--- src/rtl/priority_arbiter.sv ---
// Shared-resource arbiter: fixed-priority or round-robin selection with a registered
// one-hot grant, release on done/withdrawal, and hold-timer pre-emption.
module priority_arbiter #(
  parameter int unsigned N        = 8,
  parameter int unsigned MAX_HOLD = 16
) (
  input  logic                 clk,
  input  logic                 reset_n,
  input  logic                 rr_en,
  input  logic [N-1:0]         req,
  input  logic                 done,
  output logic [N-1:0]         grant,
  output logic                 grant_valid,
  output logic [$clog2(N)-1:0] grant_id,
  output logic                 preempt
);

  localparam int unsigned IW = $clog2(N);
  localparam int unsigned CW = (MAX_HOLD > 1) ? $clog2(MAX_HOLD) : 1;
  localparam logic [CW-1:0] CNT_MAX = (MAX_HOLD > 0) ? CW'(MAX_HOLD - 1) : '0;

  typedef enum logic {IDLE, GRANT} state_e;

  state_e          state_q, state_d;
  logic [N-1:0]    grant_q, grant_d;
  logic [IW-1:0]   gid_q, gid_d;
  logic [IW-1:0]   ptr_q, ptr_d;
  logic [CW-1:0]   cnt_q, cnt_d;
  logic            preempt_q, preempt_d;

  logic [N-1:0]    others, cand;
  logic            hold_exp, pre_c, withdraw, rel, take;
  logic            fix_found, rr_found, found;
  logic [IW-1:0]   win_fix, win_rr, win;
  int unsigned     p, idx;

  always_comb begin
    others   = req & ~grant_q;
    hold_exp = (MAX_HOLD != 0) && (cnt_q == CNT_MAX);
    pre_c    = hold_exp && !done && (|others);
    withdraw = !req[gid_q];
    rel      = (state_q == GRANT) && (done || withdraw || pre_c);
    // On release the outgoing winner is excluded for this one arbitration.
    cand     = rel ? others : req;

    fix_found = 1'b0;
    win_fix   = '0;
    for (int unsigned i = 0; i < N; i++) begin
      if (cand[i]) begin
        fix_found = 1'b1;
        win_fix   = IW'(i);
      end
    end

    rr_found = 1'b0;
    win_rr   = '0;
    p        = 32'(ptr_q);
    idx      = 0;
    for (int unsigned k = 0; k < N; k++) begin
      idx = (p >= k) ? (p - k) : (p + N - k);
      if (cand[idx] && !rr_found) begin
        rr_found = 1'b1;
        win_rr   = IW'(idx);
      end
    end

    found = rr_en ? rr_found : fix_found;
    win   = rr_en ? win_rr : win_fix;
    take  = found && ((state_q == IDLE) || rel);

    state_d   = state_q;
    grant_d   = grant_q;
    gid_d     = gid_q;
    ptr_d     = ptr_q;
    cnt_d     = cnt_q;
    preempt_d = rel && pre_c && !withdraw;

    if (take) begin
      state_d      = GRANT;
      grant_d      = '0;
      grant_d[win] = 1'b1;
      gid_d        = win;
      cnt_d        = '0;
      ptr_d        = (win == '0) ? IW'(N - 1) : win - IW'(1);
    end else if (rel) begin
      state_d = IDLE;
      grant_d = '0;
      gid_d   = '0;
      cnt_d   = '0;
    end else if ((state_q == GRANT) && (MAX_HOLD != 0) && (cnt_q != CNT_MAX)) begin
      cnt_d = cnt_q + CW'(1);
    end
  end

  always_ff @(posedge clk or negedge reset_n) begin
    if (!reset_n) begin
      state_q   <= IDLE;
      grant_q   <= '0;
      gid_q     <= '0;
      ptr_q     <= IW'(N - 1);
      cnt_q     <= '0;
      preempt_q <= 1'b0;
    end else begin
      state_q   <= state_d;
      grant_q   <= grant_d;
      gid_q     <= gid_d;
      ptr_q     <= ptr_d;
      cnt_q     <= cnt_d;
      preempt_q <= preempt_d;
    end
  end

  assign grant       = grant_q;
  assign grant_valid = |grant_q;
  assign grant_id    = gid_q;
  assign preempt     = preempt_q;

endmodule

--- config.mk ---
export PLATFORM = sky130hd
export DESIGN_NAME = priority_arbiter
export DESIGN_NICKNAME = d
export VERILOG_FILES = /design/src/rtl/priority_arbiter.sv
export SDC_FILE = /design/constraint.sdc
export NUM_CORES = 1
export LEC_CHECK = 0
export ABC_AREA = 1
export BUFFER_PORTS_ARGS = -buffer_cell sky130_fd_sc_hd__buf_2
export CORE_AREA = 2 2 76 78
export DETAILED_ROUTE_END_ITERATION = 8
export DIE_AREA = 0 0 78 80
export SYNTH_ARGS = -nofsm -noshare
export SYNTH_HDL_FRONTEND = slang
export SYNTH_SLANG_ARGS = --single-unit
--- constraint.sdc ---
create_clock -name clk -period 6.25 [get_ports clk]
set_clock_uncertainty 0.1 [all_clocks]
set_input_delay 0.3125 -clock clk [delete_from_list [all_inputs] [get_ports clk]]
set_output_delay 0.3125 -clock clk [all_outputs]
set_load 0.1 [all_outputs]
Word-level counts from Yosys, hierarchy flattened:

Cells that the tools add are included.

* bitwise operators: 3
* $lt $le $gt $ge: 18
* reduce and logical (&&, ||, !) cells: 32
* add/sub/neg operators: 17
* equal/unequal tests: 2
* muxes and demuxes: 71

Operator list (number)
* less-than comparator 32 x 4 -> 1 bit (second input constant): 7
* 2-to-1 mux 32 bit: 7
* subtractor 32 x 3 -> 32 bit (second input constant): 3
* subtractor 32 x 2 -> 32 bit (second input constant): 2
* 2-to-1 mux 3 bit: 16
* subtractor 32 x 1 -> 32 bit (second input constant): 1
* 2-to-1 mux 1 bit: 30
* binary-select mux 1 bit (select 3 bit): 9
* 2-to-1 mux 8 bit: 3
* OR reduction 8 bit: 2
* subtractor 3 x 3 -> 4 bit (second input constant): 4
* logical AND 1 bit: 15
* greater-or-equal comparator 3 bit (second input constant): 4
* less-than comparator 3 x 4 -> 1 bit (second input constant): 3
* 2-to-1 mux 4 bit: 3
* zero test 1 bit: 9
* bitwise AND 8 bit: 1
* NOT 8 bit: 1
* subtractor 3 x 2 -> 4 bit (second input constant): 2
* greater-or-equal comparator 3 x 1 -> 1 bit (second input constant): 2
* greater-or-equal comparator 3 x 2 -> 1 bit (second input constant): 2
* subtractor 5 x 3 -> 6 bit (second input constant): 1
* adder 3 x 4 -> 5 bit (second input constant): 1
* adder 4 x 1 -> 4 bit (second input constant): 1
* other kinds (11): 14

* output and inout port bits: 13
* register bits: 20
* logic and storage cells: 149

Longest topological paths before layout:

* depth after elaboration: 37
* depth in mapped cells: 27

Worst setup path after synthesis:

No wires, ideal clock.

* path type: reg2reg
* start: register gid_q[0], in the netlist grant_id[0]
* end: register ptr_q[2]
* stages on the path, launching flop included: 26
* setup time: 79 ps
* clock period less this slack: 3684 ps
* setup slack: 2566 ps
* data arrival time: 3505 ps
* cell sequence: dfrtp_1 inv_2 nand2_1 nand3_1 nand2_1 nand2_1 nand2_2 nand3_4 nand2_4 buf_12 nand2_1 nand3_2 nand3_1 nand3_2 nand2_4 nor2_8 nand4_4 nor2_4 nand3_1 nand2_1 nand2_1 nand2_2 nand2_4 ha_1 ha_1 o21ai_0

* word-level cells in the longest chain between the ends: 34
* elaborated cells between the ends (all ways): 75
* those cells by class: add/sub (1); mux (53); reduce/logical (21)

RTL lines
* start, declared: RTL line 26 `logic [IW-1:0] gid_q, gid_d;`
* start signal, assigned: RTL line 106 `gid_q <= gid_d;`
* binary-select mux 1 bit (select 3 bit) (*): RTL line 41 `withdraw = !req[gid_q];`
* 2-to-1 mux 1 bit (not written as such) (*): RTL line 41
* zero test 1 bit (*): RTL line 41
* logical OR 1 bit (*) (2 in a row): RTL line 42 `rel = (state_q == GRANT) && (done || withdraw || pre_c);`
* logical AND 1 bit (*): RTL line 42
* 2-to-1 mux 8 bit: RTL line 44 `cand = rel ? others : req;`
* binary-select mux 1 bit (select 3 bit): RTL line 61 `if (cand[idx] && !rr_found) begin`
* 2-to-1 mux 1 bit (not written as such): RTL line 61
* (+17 left out)
* logical AND 1 bit: RTL line 61
* 2-to-1 mux 1 bit: RTL line 61
* zero test 1 bit: RTL line 61
* logical AND 1 bit: RTL line 61
* 2-to-1 mux 3 bit: RTL line 61
* 2-to-1 mux 3 bit: RTL line 68 `win = rr_en ? win_rr : win_fix;`
* subtractor 3 x 1 -> 3 bit / zero test 3 bit (equally long branches): RTL line 84 `ptr_d = (win == '0) ? IW'(N - 1) : win - IW'(1);`
* 2-to-1 mux 3 bit: RTL line 84
* end signal, assigned: RTL line 100 `ptr_q <= IW'(N - 1);`
* end signal, assigned: RTL line 107 `ptr_q <= ptr_d;`
* end, declared: RTL line 27 `logic [IW-1:0] ptr_q, ptr_d;`

Mark *: on every way between the ends. The rest lies on a longest branch, timed or not. The select of a mux whose other input is x is not followed.
A chain may end at the register's enable or synchronous reset.

Final worst setup path:

* start: register ptr_q[0]
* end: register ptr_q[2]

* word-level cells in the longest chain between the ends: 28
* elaborated cells between the ends (all ways): 81
* those cells by class: add/sub (16); order compare (7); mux (42); reduce/logical (16)

RTL lines
* adder 3 x 4 -> 5 bit: RTL line 60 `idx = (p >= k) ? (p - k) : (p + N - k);`
* subtractor 32 x 1 -> 32 bit: RTL line 60
* 2-to-1 mux 32 bit: RTL line 60
* binary-select mux 1 bit (select 3 bit): RTL line 61
* 2-to-1 mux 1 bit (not written as such): RTL line 61
* logical AND 1 bit: RTL line 61
* 2-to-1 mux 1 bit: RTL line 61
* zero test 1 bit: RTL line 61
* (+12 left out)
* logical AND 1 bit: RTL line 61
* 2-to-1 mux 1 bit: RTL line 61
* zero test 1 bit: RTL line 61
* logical AND 1 bit: RTL line 61
* 2-to-1 mux 3 bit: RTL line 61
* 2-to-1 mux 3 bit: RTL line 68
* subtractor 3 x 1 -> 3 bit / zero test 3 bit (equally long branches): RTL line 84
* 2-to-1 mux 3 bit: RTL line 84

Parallel ways exist; a longest one is shown, timed or not. The select of a mux whose other input is x is not followed.

==> flow_summary.yaml <==
timing:
  fin_crit_sh_pct: 60.1
  period_needed_ns: 3.75
  relSlewSlack_pct: 63.4
  hold_viol_final: 0
  grt_setup_unrepaired: "no"
  fmax_mhz: 266
  tightest_slew_ns: 0.548
  finalSetupTns_ns: 0
  setup_viol: 0
  drv_slew: 0
grt:
  overflow: 0
  track_usage_pct: 23.1
  grt_max_degree: 21
  grt_pass1_wl_um: 11400
  antenna_found_initial: 0
  grt_pass1_vias: 2436
setup_path:
  crit_path_frequent_cell: "nand2_1"
  worst-path-buf-inv: 4
  critPathCaptureType: "register"
  crit_path_cell_trace: "inv_1 -> ha_1 -> inv_1 -> nand2_1 -> nand2_1 -> o21ai_4 -> inv_2 -> nor2_4 -> nand3_1 -> nand2_1 -> inv_1 -> nand2_1 -> nand2_1 -> nand2_2 -> nand2_4 -> ha_1 -> ha_1 -> o21ai_0"
  arrival_ns: 3.83
  critPathMaxFanout: 15
  crit_family: "adder cells"
  critPathRequiredTime_ns: 6.33
  criticalPathCategory: "reg2reg"
  startpoint_type: "register"
  critPathMaxStageDelay_ns: 0.70
  cpMaxStageDelayCell: "dfstp_2"
clock_tree:
  cts_resized: 0
  cts_tree: "yes"
  clk_pin_slew_ns: 0.08
  root_buffer: "clkbuf_8"
  insertion_delay_ns: 0.26
  cts_buffer_depth: 2
  cts_sinks: 20
  cts_htree_levels: 1
  cts_made_buffers: 3
  post-cts-setup-buffers: 0
placement:
  hpwl_um: 5560
  io_buffers: 24
  place.gp.congestion: 0.880
  placed_cells: 462
layout:
  areaGrowthSynthToFinish_pct: 9.14
  instances_no_fill: 467
  fin_nets: 417
  final_cell_mix: "nand2_1, nand3_1, inv_1"
  drive_above_1_share_pct: 20.8
  final_core_util_pct: 48.4
  insertedDiodeCount: 0
  n_fill_cell: 585
  final_common_cell: "nand2_1"
floorplanning:
  die_area_mm2: 0.00624
  core_area_mm2: 0.00541
  die_h_um: 80
  initial_core_util_pct: 44.3
  io_pins: 25
  rows: 27
  die_w_um: 78
outcome:
  status: "completed"
synthesis:
  synth_nets: 396
  ys_types: 36
  syn_avg_cell_area_um2: 6.39
  yosysSeqAreaShare_pct: 21.0
  ys_ff_latch: 20
  ys.warnings.count: 0
  synth_cells: 375
  syn_area_mm2: 0.00240
routing:
  wire_per_inst_um: 14.4
  wl_um: 6720
  dr.pass1.iters: 4
  drt_iter0_drc: 147
  drc: 0
  drt.antenna.violating_nets: 0
  via_per_inst: 5.26
  via_count: 2457
min_path:
  hold_class: "in2reg"
job:
  max_cap_viol_count: 0
[synth_stat cells]
cell type	count	share of area, %
a21oi_1	10	2.1
a21oi_2	1	0.37
a221oi_1	1	0.37
a31oi_1	1	0.26
buf_1	1	0.16
buf_12	1	0.84
buf_2	3	0.63
buf_4	1	0.31
buf_6	2	0.94
clkbuf_1	1	0.16
clkinv_1	1	0.16
dfrtp_1	17	18
dfstp_2	3	3.3
ha_1	9	4.7
inv_1	44	6.9
inv_2	4	0.63
nand2_1	115	18
nand2_2	18	4.7
nand2_4	6	2.8
nand3_1	70	15
nand3_2	13	5.4
nand3_4	2	1.5
nand4_1	6	1.6
nand4_4	1	0.89
nor2_1	23	3.6
nor2_4	2	0.94
nor2_8	2	1.7
nor3_1	1	0.21
nor3b_1	1	0.31
nor4_1	2	0.52
o21ai_0	5	1.0
o21ai_1	1	0.21
o21ai_4	1	0.68
o22ai_1	3	0.78
or2_2	1	0.26
xor2_1	2	0.73
[logic make-up (layout without fill, tap and decap cells)]
kind of cell | Yosys count | after routing | synth area share (%)
adder cells (fa/ha/maj) | 9 | 9 | 4.70
AND/OR/NAND/NOR | 263 | 263 | 57.0
flip-flops | 20 | 20 | 21.0
buffers and inverters | 58 | 78 | 10.7
XOR/XNOR | 2 | 2 | 0.731
AO/OA/AOI/OAI | 23 | 23 | 5.80
[final cells by class]
class / count / area (um^2) / share of cell area, %
Clock buffer: 3 / 41.3 / 1.58
Sequential cell: 20 / 504 / 19.3
Multi-Input combinational cell: 297 / 1640 / 62.5
Timing Repair Buffer: 25 / 130 / 4.98
Clock inverter: 1 / 30.0 / 1.15
Inverter: 49 / 184 / 7.03
Tap cell: 72 / 90.1 / 3.44
[worst min-delay path: stages]
cell and delay, ns:
buf_2 0.09, nor2_1 0.04, nand2_1 0.12, nor3b_1 0.07
[timing repair]
item | in CTS | in global routing
endpoints found under the hold margin | 17 | 0
setup endpoints to repair | 0 | 0
hold buffers | 1 | 0
[stage by stage]
stage | area (um^2) | setup WS [ns] | hold slack (ns)
after CTS | 2620 | 2.52 | 0.306
after global routing | 2620 | 2.16 | 0.338
final | 2620 | 2.50 | 0.308
after detailed placement | 2530 | 2.54 | 0.189
after floorplan | 2400 | 2.57 | -0.0831
after global placement | 2530 | 2.64 | 0.188
[path summary, 6_finish.rpt]
kind,from,end,slack [ns],cells after the start
hold reg to reg,grant[3],grant[3],0.44,2
max in group asynchronous,reset_n,ptr_q[1],5.26,2
min in group asynchronous,reset_n,cnt_q[1],0.44,2
setup / recovery,ptr_q[0],ptr_q[2],2.50,18
setup reg to reg,ptr_q[0],ptr_q[2],2.50,18
hold / removal,done,preempt,0.31,4
[flip-flops by register name, indices dropped and copies added, names as in the netlist]
register  flops
grant         8
grant_id      3
cnt_q         4
state_q       1
preempt       1
ptr_q         3
[routing by layer]
| layer | up-vias | GRT usage [%] | routed length [um] |
|---|---|---|---|
| li1 | 1260 | - | - |
| met1 | 1130 | 31.3 | 3190 |
| met2 | 57 | 38.4 | 3140 |
| met3 | 10 | 2.60 | 301 |
| met4 | 0 | 7.19 | 89 |
| met5 | - | 0 | 0 |
Power is left out: the tool's default activity adds up to more than one toggle a clock period on the data nets, which glitch-free logic cannot reach.
